## config.mk

```make
export PLATFORM = sky130hd
export DESIGN_NAME = ddrphy_csr_tdr_bridge
export DESIGN_NICKNAME = d
export VERILOG_FILES = /design/src/rtl/ddrphy_csr_tdr_pkg.sv /design/src/rtl/tdr_shift_chain.sv /design/src/rtl/ddrphy_csr_tdr_bridge.sv
export SDC_FILE = /design/constraint.sdc
export NUM_CORES = 1
export LEC_CHECK = 0
export ABC_CLOCK_PERIOD_IN_PS = 1400
export BUFFER_PORTS_ARGS = -buffer_cell sky130_fd_sc_hd__clkbuf_2
export CORE_UTILIZATION = 45
export CTS_BUF_LIST = sky130_fd_sc_hd__clkbuf_8
export DETAILED_ROUTE_END_ITERATION = 10
export GPL_TIMING_DRIVEN = 0
export HOLD_SLACK_MARGIN = 0.05
export PLACE_DENSITY_LB_ADDON = 0.05
export SETUP_SLACK_MARGIN = 0.15
export SYNTH_ARGS = -nofsm -noshare
export SYNTH_HDL_FRONTEND = slang
export SYNTH_SLANG_ARGS = --single-unit
```

## constraint.sdc

```tcl
create_clock -name TDRCLK -period 1.4 [get_ports TDRCLK]
set_input_delay 0 -clock TDRCLK [delete_from_list [all_inputs] [get_ports TDRCLK]]
set_output_delay 0 -clock TDRCLK [all_outputs]
set_load 0.02 [all_outputs]
```

## src/rtl/ddrphy_csr_tdr_pkg.sv

```systemverilog
// Purpose: shared widths, command field offsets, FSM states for the CSR-access TDR bridge.
// Latency: n/a (constants and types only).
// Backpressure: n/a.
package ddrphy_csr_tdr_pkg;

    localparam int CSR_ADDR_W = 28;
    localparam int CSR_DATA_W = 16;
    localparam int CSR_CMD_W  = CSR_DATA_W + 1 + CSR_ADDR_W;

    // Command chain layout, LSB first on the wire: addr, we, data.
    localparam int CMD_ADDR_LSB = 0;
    localparam int CMD_WE_BIT   = CSR_ADDR_W;
    localparam int CMD_DATA_LSB = CSR_ADDR_W + 1;

    // Read-back value presented when a read is abandoned for lack of an ack.
    localparam logic [15:0] TIMEOUT_RDDATA = 16'hDEAD;

    typedef enum logic {
        IDLE = 1'b0,
        REQ  = 1'b1
    } csr_state_e;

endpackage

```

## src/rtl/tdr_shift_chain.sv

```systemverilog
// Purpose: one TDR shift chain with parallel capture; capture beats shift on the same edge.
// Latency: capture/shift visible one TDRCLK edge later; tdo is the chain LSB straight from the flop.
// Backpressure: none; the TDR master owns the enables.
// Ports: TDRCLK/WRST clock and sync reset; wsi serial in; capture_en/shift_en chain ops;
//        capture_dat parallel load source; sr_dat chain contents; tdo serial out (bit 0).
module tdr_shift_chain #(
    parameter int W = 16
) (
    input  logic         TDRCLK,
    input  logic         WRST,
    input  logic         wsi,
    input  logic         capture_en,
    input  logic         shift_en,
    input  logic [W-1:0] capture_dat,
    output logic [W-1:0] sr_dat,
    output logic         tdo
);

    always_ff @(posedge TDRCLK) begin
        if (WRST) begin
            sr_dat <= '0;
        end else if (capture_en) begin
            sr_dat <= capture_dat;
        end else if (shift_en) begin
            sr_dat <= {wsi, sr_dat[W-1:1]};
        end
    end

    assign tdo = sr_dat[0];

endmodule

```

## src/rtl/ddrphy_csr_tdr_bridge.sv

```systemverilog
// Purpose: turns each command-TDR update into one Cfg-bus CSR access and holds read data for the read-data TDR.
// Latency: CsrReq rises one edge after update, drops one edge after CsrAck or after ACK_TIMEOUT cycles.
// Backpressure: none upstream; an update arriving while an access is in flight is dropped and flagged sticky.
// Ports: TDRCLK/WRST clock and sync reset; WSI shared serial in; DdrPhyCsrCmdTdr* command chain ops and tdo;
//        DdrPhyCsrRdDataTdr* read-data chain ops and tdo; Csr* Cfg-bus request/response; CsrBusy,
//        CsrTimeoutErr, CsrOverrunErr status.
module ddrphy_csr_tdr_bridge
    import ddrphy_csr_tdr_pkg::*;
#(
    parameter int ADDR_W      = CSR_ADDR_W,
    parameter int DATA_W      = CSR_DATA_W,
    parameter int ACK_TIMEOUT = 64
) (
    input  logic              TDRCLK,
    input  logic              WRST,
    input  logic              WSI,
    input  logic              DdrPhyCsrCmdTdrCaptureEn,
    input  logic              DdrPhyCsrCmdTdrShiftEn,
    input  logic              DdrPhyCsrCmdTdrUpdateEn,
    output logic              DdrPhyCsrCmdTdr_Tdo,
    input  logic              DdrPhyCsrRdDataTdrCaptureEn,
    input  logic              DdrPhyCsrRdDataTdrShiftEn,
    input  logic              DdrPhyCsrRdDataTdrUpdateEn,
    output logic              DdrPhyCsrRdDataTdr_Tdo,
    output logic              CsrReq,
    output logic              CsrWe,
    output logic [ADDR_W-1:0] CsrAddr,
    output logic [DATA_W-1:0] CsrWrData,
    input  logic              CsrAck,
    input  logic [DATA_W-1:0] CsrRdData,
    output logic              CsrBusy,
    output logic              CsrTimeoutErr,
    output logic              CsrOverrunErr
);

    localparam int CMD_W    = DATA_W + 1 + ADDR_W;
    localparam int WE_BIT   = ADDR_W;
    localparam int DATA_LSB = ADDR_W + 1;
    localparam int CNT_W    = (ACK_TIMEOUT > 1) ? $clog2(ACK_TIMEOUT) : 1;
    localparam logic [CNT_W-1:0] CNT_MAX = CNT_W'(ACK_TIMEOUT - 1);

    csr_state_e        state_q;
    csr_state_e        state_d;
    logic [CNT_W-1:0]  cnt_q;
    logic [CMD_W-1:0]  cmd_sr;
    logic [CMD_W-1:0]  cmd_shadow;
    logic [DATA_W-1:0] rd_hold;
    logic [DATA_W-1:0] unused_rd_sr;
    logic              unused_rd_update;

    logic accept;
    logic ack_done;
    logic to_done;
    logic overrun;

    // Read-data chain update has nothing to commit: reading is non-destructive.
    assign unused_rd_update = DdrPhyCsrRdDataTdrUpdateEn;

    tdr_shift_chain #(.W(CMD_W)) u_cmd_chain (
        .TDRCLK      (TDRCLK),
        .WRST        (WRST),
        .wsi         (WSI),
        .capture_en  (DdrPhyCsrCmdTdrCaptureEn),
        .shift_en    (DdrPhyCsrCmdTdrShiftEn),
        .capture_dat (cmd_shadow),
        .sr_dat      (cmd_sr),
        .tdo         (DdrPhyCsrCmdTdr_Tdo)
    );

    tdr_shift_chain #(.W(DATA_W)) u_rd_chain (
        .TDRCLK      (TDRCLK),
        .WRST        (WRST),
        .wsi         (WSI),
        .capture_en  (DdrPhyCsrRdDataTdrCaptureEn),
        .shift_en    (DdrPhyCsrRdDataTdrShiftEn),
        .capture_dat (rd_hold),
        .sr_dat      (unused_rd_sr),
        .tdo         (DdrPhyCsrRdDataTdr_Tdo)
    );

    always_ff @(posedge TDRCLK) begin
        if (WRST) begin
            state_q <= IDLE;
        end else begin
            state_q <= state_d;
        end
    end

    // Ack is checked before the timeout so a coincident ack completes normally.
    always_comb begin
        state_d  = state_q;
        accept   = 1'b0;
        ack_done = 1'b0;
        to_done  = 1'b0;
        overrun  = 1'b0;
        case (state_q)
            IDLE: begin
                if (DdrPhyCsrCmdTdrUpdateEn) begin
                    accept  = 1'b1;
                    state_d = REQ;
                end
            end
            REQ: begin
                overrun = DdrPhyCsrCmdTdrUpdateEn;
                if (CsrAck) begin
                    ack_done = 1'b1;
                    state_d  = IDLE;
                end else if (cnt_q == CNT_MAX) begin
                    to_done = 1'b1;
                    state_d = IDLE;
                end
            end
            default: state_d = IDLE;
        endcase
    end

    always_ff @(posedge TDRCLK) begin
        if (WRST) begin
            cnt_q         <= '0;
            cmd_shadow    <= '0;
            rd_hold       <= '0;
            CsrWe         <= 1'b0;
            CsrAddr       <= '0;
            CsrWrData     <= '0;
            CsrTimeoutErr <= 1'b0;
            CsrOverrunErr <= 1'b0;
        end else begin
            if (accept) begin
                // Pre-edge chain contents; the chain itself is left untouched.
                cmd_shadow <= cmd_sr;
                CsrWe      <= cmd_sr[WE_BIT];
                CsrAddr    <= cmd_sr[ADDR_W-1:0];
                CsrWrData  <= cmd_sr[CMD_W-1:DATA_LSB];
                cnt_q      <= '0;
            end else if (state_q == REQ) begin
                cnt_q <= cnt_q + CNT_W'(1);
            end

            if (ack_done && !CsrWe) begin
                rd_hold <= CsrRdData;
            end else if (to_done && !CsrWe) begin
                rd_hold <= DATA_W'(TIMEOUT_RDDATA);
            end

            if (to_done) begin
                CsrTimeoutErr <= 1'b1;
            end
            if (overrun) begin
                CsrOverrunErr <= 1'b1;
            end
        end
    end

    assign CsrReq  = (state_q == REQ);
    assign CsrBusy = (state_q == REQ);

endmodule

```

==> results.txt, run 1 <==
status - finished, violations left
failing checks - DRC
clock network power share - 0.398
Netlist cell types - 27
Tot GR Track Use - 0.2120
area growth from synthesis to layout - 26.84%
Final Hold Viols - 0
Wirelength per Cell - 14.82 µm
largest net degree at the start of global routing - 17
CP startpoint - CsrBusy$_SDFF_PP0_
Syn Nets - 604
Die X - 111.4 µm
Worst Skew - 0.006968 ns
Post-DRT Antenna Nets - 0
TritonRoute pass-1 iters - 8
Critical Path Max Stage Delay - 0.37 ns
Post-Syn Area - 5385 µm²
non-filler cells, final - 859
DRC violations left - 14
VDD IR-drop max - 0.4810 mV
worst reg2reg path startpoint - CsrBusy$_SDFF_PP0_
number of H-tree levels - 4
fin util - 0.5931
violation count after the first detailed-route iteration - 166
register area share after synthesis - 0.4870
initial antenna violation count - 0
NetSw - 1763 µW
hold path start - WRST
Ports - 77
Cells after Synth - 577
Post-Syn Area per Cell - 9.333 µm²
Seq cells post-synth - 131
share of cells above drive strength 1 - 0.3226
Tcrit/Tclk final - 0.9449
HP Class - input port to flip-flop
Clk pin slew, worst setup/hold paths - 0.07 ns
vias per cell - 5.104
# diodes - 0
Sw Share - 0.2384
Root Driver - clkbuf_8
relative slew slack - 0.6271
Critical Path End Type - flip-flop
row cnt - 39
Slew Limit Fails - 0
Max Root-Sink Buffers - 2
fin crit period - 1.323 ns
Critical Path Slowest Stage Cell - or3_4
Core Footprint - 11520 µm²
Hold Slack - 0.1654 ns
Worst-Skew Late Latency - 0.44 ns
worst path cell trace - buf_8 > nand4_4 > or3_4 > buf_6 > a21oi_2
DR vias - 4384
first-pass GRT wire length - 20640 µm
crit start category - flip-flop
Data required, critical path - 1.77 ns
Total Routed Length - 12730 µm
max cap viols - 0
Setup WS post-layout - 0.07717 ns
R2R depth - 5
DIE AREA - 12410 µm²
clk sinks - 131
Data arrival, critical path - 1.70 ns
Die Span Y - 111.4 µm
dpl ws - -0.05279 ns
Hold Path Cell Cnt - 4
GPL Wtd Cong - 0.7809
RSZ-0062 raised after global routing - true
Starting Density - 0.4676
post-DP HPWL - 8366 µm
Seq pwr share - 0.514
TritonCTS clock tree - done
internal power - 5632 µW
Max Fclk - 0.7560 GHz
nets - 730
pwr dens - 1083 nW/µm²
vias in the first global route - 4214
Warnings, synthesis - 0
Critical Path Fanout Max - 8
power share of the combinational group - 0.087
CTS buffer count - 17
Placed Cells - 790
PortBufs - 70
# setup viols final - 0
Slew @ Worst Pin - 0.5593 ns
Leak Pwr - 0.002943 µW
final setup TNS - 0 ns
gr ovfl total - 0
Setup CP Type - flip-flop to flip-flop
-- logic make-up (layout without fill, tap and decap cells) --
kind of cell             count (synthesis)  count (layout)  share of synthesized area
AND/OR/NAND/NOR                        195             195                     0.1475
flip-flops                             131             131                     0.4870
multiplexers                           123             123                     0.2428
AO/OA/AOI/OAI                           78              78                    0.07296
buffers and inverters                   45             184                    0.04089
XOR/XNOR                                 4               4                   0.006507
adder cells (fa/ha/maj)                  1               1                   0.002323
-- synthesized netlist by cell type (all sizes together) --
cell / number / share of area
xor2: 3 / 0.0049
dfxtp: 131 / 0.49
nor3: 2 / 0.0019
ha: 1 / 0.0023
nor2: 78 / 0.054
xnor2: 1 / 0.0016
and3b: 1 / 0.0016
or3: 2 / 0.0033
clkbuf: 16 / 0.011
inv: 1 / 0.00070
mux2: 61 / 0.13
mux2i: 62 / 0.12
a21oi: 59 / 0.055
nand3b: 1 / 0.0014
o21ai: 18 / 0.017
nand4: 2 / 0.0051
nand2b: 1 / 0.0012
nand3: 11 / 0.010
o21a: 1 / 0.0014
nor2b: 2 / 0.0023
nand2: 95 / 0.066
buf: 28 / 0.029
-- through the flow --
step	cell area, µm²	total power (µW)
after CTS	6706	7408
after detailed placement	5934	4380
final	6830	7394
after floorplan	5405	4222
after global routing	6830	7693
after global placement	5934	4376
-- registers in the layout, indices dropped and copies added, names as in the netlist --
register            count
cnt_q                   6
cmd_shadow              2
CsrTimeoutErr           1
CsrBusy                 1
rd_hold                16
u_rd_chain.sr_dat      16
CsrOverrunErr           1
CsrAddr                27
CsrWrData              16
u_cmd_chain.sr_dat     45
-- final timing paths --
path	endpoint	slack, ns
min	rd_hold[1]$_SDFFE_PP0P_	0.17
max reg2reg	rd_hold[12]$_SDFFE_PP0P_	0.08
min reg2reg	CsrAddr[16]$_SDFFE_PP0P_	0.47
max	rd_hold[12]$_SDFFE_PP0P_	0.08
-- cell usage in the layout, fill, tap and decap left out, types with 2 or more instances in the layout --
master and instances:
a21oi_1 46, xor2_1 3, dfxtp_1 127, nor2_2 2, clkinv_2 3, buf_4 15
dfxtp_2 2, dfxtp_4 2, o21ai_1 4, clkbuf_1 12, inv_1 5, or3_4 2
buf_2 14, buf_8 4, nand2_1 94, o21ai_0 14, clkbuf_2 72, nand3_1 11
nor2_1 76, dlygate4sd3_1 22, a21oi_2 13, mux2_2 61, mux2i_1 62, clkbuf_8 25
buf_6 9
-- per-layer routing --
metal	wire [µm]	track usage	vias up
met2	5836	0.3396	93
li1	-	-	2206
met5	0	0	-
met3	554	0.05607	21
met1	6090	0.2689	2064
met4	246	0.09369	0
-- cell type report --
class,count,area (µm²)
inverter,1,3.754
clock inverter,7,30.03
multi-input combinational,401,2635
tap,143,178.9
buffer,44,304.0
sequential,131,2633
timing repair buffer,107,701.9
fill,1031,4686
clock buffer,25,344.1
-- worst max-delay path, delay by kind of cell (launching register included) --
family,cells,cell delay [ns]
flip-flops,1,0.36
AO/OA/AOI/OAI,1,0.12
AND/OR/NAND/NOR,2,0.49
buffers and inverters,2,0.28
-- power by group through the flow --
stage	clock network [µW]	registers, µW	logic (µW)
after floorplan	0	3880	341
after CTS	3010	3800	599
final	2950	3800	647
after detailed placement	0	3890	493
after global routing	3190	3800	696
after global placement	0	3890	490
-- repair_timing --
item | 4_1_cts | 5_1_grt
gates cloned | 1 | 2
endpoints found under the hold margin | 30 | 0
buffers inserted | 10 | 2
pin swaps | 5 | 5
hold buffers | 22 | 0
resized for setup | 31 | 32
endpoints found under the setup margin | 62 | 67
No activity file was read; power rests on OpenSTA's default activity.
==> inputs of run 2 (changes only) <==
- CORE_MARGIN: not set -> 2
- CORE_UTILIZATION: 45 -> 30
- SETUP_SLACK_MARGIN: 0.15 -> 0.3
==> run 2 against run 1 <==
Effect of this change: the flow now finishes without violations; die area up 53%; non-clock buffer count up 12; routed wire length up 16%; total power up 2.3%; register-to-register slack about the same.
==> results.txt, run 2 (same netlist as run 1, synthesis figures left out) <==
GPL Wtd Cong - 0.7533 (was 0.7809)
first-pass GRT wire length - 22120 µm (was 20640 µm)
power share of the combinational group - 0.110 (was 0.087)
DIE AREA - 19040 µm² (was 12410 µm²)
Biggest register - u_cmd_chain.sr_dat (unchanged)
dpl ws - -0.05580 ns (was -0.05279 ns)
Clk pin slew, worst setup/hold paths - 0.07 ns (about the same)
clock network power share - 0.388 (was 0.398)
relative slew slack - 0.5082 (was 0.6271)
Tcrit/Tclk final - 0.9489 (was 0.9449)
Tot GR Track Use - 0.1533 (was 0.2120)
area growth from synthesis to layout - 39.43% (was 26.84%)
total power - 7566 µW (was 7394 µW)
RSZ-0062 raised after global routing - true (unchanged)
Post-DRT Antenna Nets - 0 (unchanged)
Placed Cells - 872 (was 790)
Total Routed Length - 14760 µm (was 12730 µm)
PortBufs - 70 (unchanged)
row cnt - 48 (was 39)
Die X - 138.0 µm (was 111.4 µm)
nets - 742 (was 730)
Die Span Y - 138.0 µm (was 111.4 µm)
vias per cell - 4.708 (was 5.104)
fin util - 0.4311 (was 0.5931)
status - completed (was finished, violations left)
DR vias - 4477 (was 4384)
DRC violations left - 0 (was 14)
Slew @ Worst Pin - 0.7376 ns (was 0.5593 ns)
Setup WS post-layout - 0.07156 ns (was 0.07717 ns)
Worst Skew - 0.01289 ns (was 0.006968 ns)
# diodes - 0 (unchanged)
commonest non-fill, non-tap cell in the layout - dfxtp_1 (unchanged)
clk sinks - 131 (unchanged)
vias in the first global route - 4194 (was 4214)
pwr dens - 1008 nW/µm² (was 1083 nW/µm²)
Seq pwr share - 0.502 (was 0.514)
fin crit period - 1.328 ns (was 1.323 ns)
initial antenna violation count - 0 (unchanged)
internal power - 5648 µW (was 5632 µW)
Max Fclk - 0.7528 GHz (was 0.7560 GHz)
violation count after the first detailed-route iteration - 165 (was 166)
crit start category - flip-flop (unchanged)
Final Hold Viols - 0 (unchanged)
number of H-tree levels - 4 (unchanged)
CTS buffer count - 17 (unchanged)
Critical Path Fanout Max - 5 (was 8)
HP Class - input port to flip-flop (unchanged)
Max Root-Sink Buffers - 2 (unchanged)
Core Footprint - 17420 µm² (was 11520 µm²)
Worst-Skew Late Latency - 0.43 ns (was 0.44 ns)
Root Driver - clkbuf_8 (unchanged)
Setup CP Type - flip-flop to flip-flop (unchanged)
Ports - 77 (unchanged)
non-filler cells, final - 951 (was 859)
most frequent cells in the layout - 125 x dfxtp_1, 76 x nor2_1, 69 x clkbuf_2 (was 127 x dfxtp_1, 94 x nand2_1, 76 x nor2_1)
max cap viols - 0 (unchanged)
post-DP HPWL - 9388 µm (was 8366 µm)
Leak Pwr - 0.003214 µW (was 0.002943 µW)
Hold Slack - 0.1100 ns (was 0.1654 ns)
max reg flops - 45 (unchanged)
top flop regs - u_cmd_chain.sr_dat: 45 flops, CsrAddr: 27 flops (unchanged)
Slew Limit Fails - 0 (unchanged)
TritonRoute pass-1 iters - 7 (was 8)
Starting Density - 0.3092 (was 0.4676)
share of cells above drive strength 1 - 0.4242 (was 0.3226)
VDD IR-drop max - 0.5606 mV (was 0.4810 mV)
NetSw - 1918 µW (was 1763 µW)
gr ovfl total - 0 (unchanged)
largest net degree at the start of global routing - 17 (unchanged)
Data arrival, critical path - 1.70 ns (about the same)
Wirelength per Cell - 15.52 µm (was 14.82 µm)
Data required, critical path - 1.77 ns (about the same)
# setup viols final - 0 (unchanged)
Critical Path End Type - flip-flop (unchanged)
TritonCTS clock tree - done (unchanged)
Sw Share - 0.2535 (was 0.2384)
-- run 2: changes by cell type in the layout (fill, tap and decap cells not counted), sizes merged --
cell | before | now
bufinv | 0 | 1
buf | 43 | 55
clkinv | 3 | 5
clkbuf | 111 | 106
-- run 2: worst max-delay path, stage by stage, from the launching register on --
cell	delay, ns
dfxtp_4	0.37
ha_4	0.15
nand4_4	0.07
or3_4	0.42
buf_6	0.15
a21oi_2	0.10
-- run 2: worst paths after layout --
kind | from | to | slack (ns) | cells after the start
setup / recovery | cnt_q[0]$_SDFFE_PP0P_ | rd_hold[7]$_SDFFE_PP0P_ | 0.07 | 5
hold reg to reg | CsrWrData[9]$_SDFFE_PP0P_ | CsrWrData[9]$_SDFFE_PP0P_ | 0.47 | 2
hold / removal | DdrPhyCsrRdDataTdrCaptureEn | u_rd_chain.sr_dat[11]$_SDFFE_PP0P_ | 0.11 | 4
setup reg to reg | cnt_q[0]$_SDFFE_PP0P_ | rd_hold[7]$_SDFFE_PP0P_ | 0.07 | 5
-- run 2: layer usage --
layer / vias up / track usage / part of all wire
met5: - / 0 / 0
met4: 0 / 0.04252 / 0.0096
met3: 9 / 0.04020 / 0.038
met2: 87 / 0.2406 / 0.47
met1: 2152 / 0.2082 / 0.49
li1: 2229 / - / -
-- run 2: what timing repair did --
action,in CTS,in global routing
setup endpoints to repair,66,80
resized for setup,52,114
endpoints found under the hold margin,30,0
cloned,3,4
pin swaps,14,28
hold buffers,22,0
buffers inserted,14,6
-- run 2: power by group through the flow --
| stage | combinational, µW | sequential [µW] | clock, µW |
|---|---|---|---|
| finish | 832 | 3800 | 2930 |
| global route | 890 | 3800 | 3180 |
| CTS | 720 | 3800 | 3020 |
| detailed placement | 537 | 3890 | 0 |
| global placement | 538 | 3890 | 0 |
| floorplan | 371 | 3880 | 0 |
-- run 2: area by class of cell --
cell class / count / area [µm²]
clock buffer: 20 / 275.3
inverter: 1 / 3.754
multi-input combinational: 401 / 2963
clock inverter: 10 / 70.07
tap: 225 / 281.5
fill: 1744 / 9908
timing repair buffer: 119 / 933.4
sequential: 131 / 2638
buffer: 44 / 344.1
-- run 2: through the flow --
stage          instance area [µm²]  setup TNS (ns)
3_5_place_dp                  6101         -0.6829
4_1_cts                       7019               0
3_3_place_gp                  6101         -0.6613
5_1_grt                       7508               0
6_report                      7508               0
2_1_floorplan                 5469               0
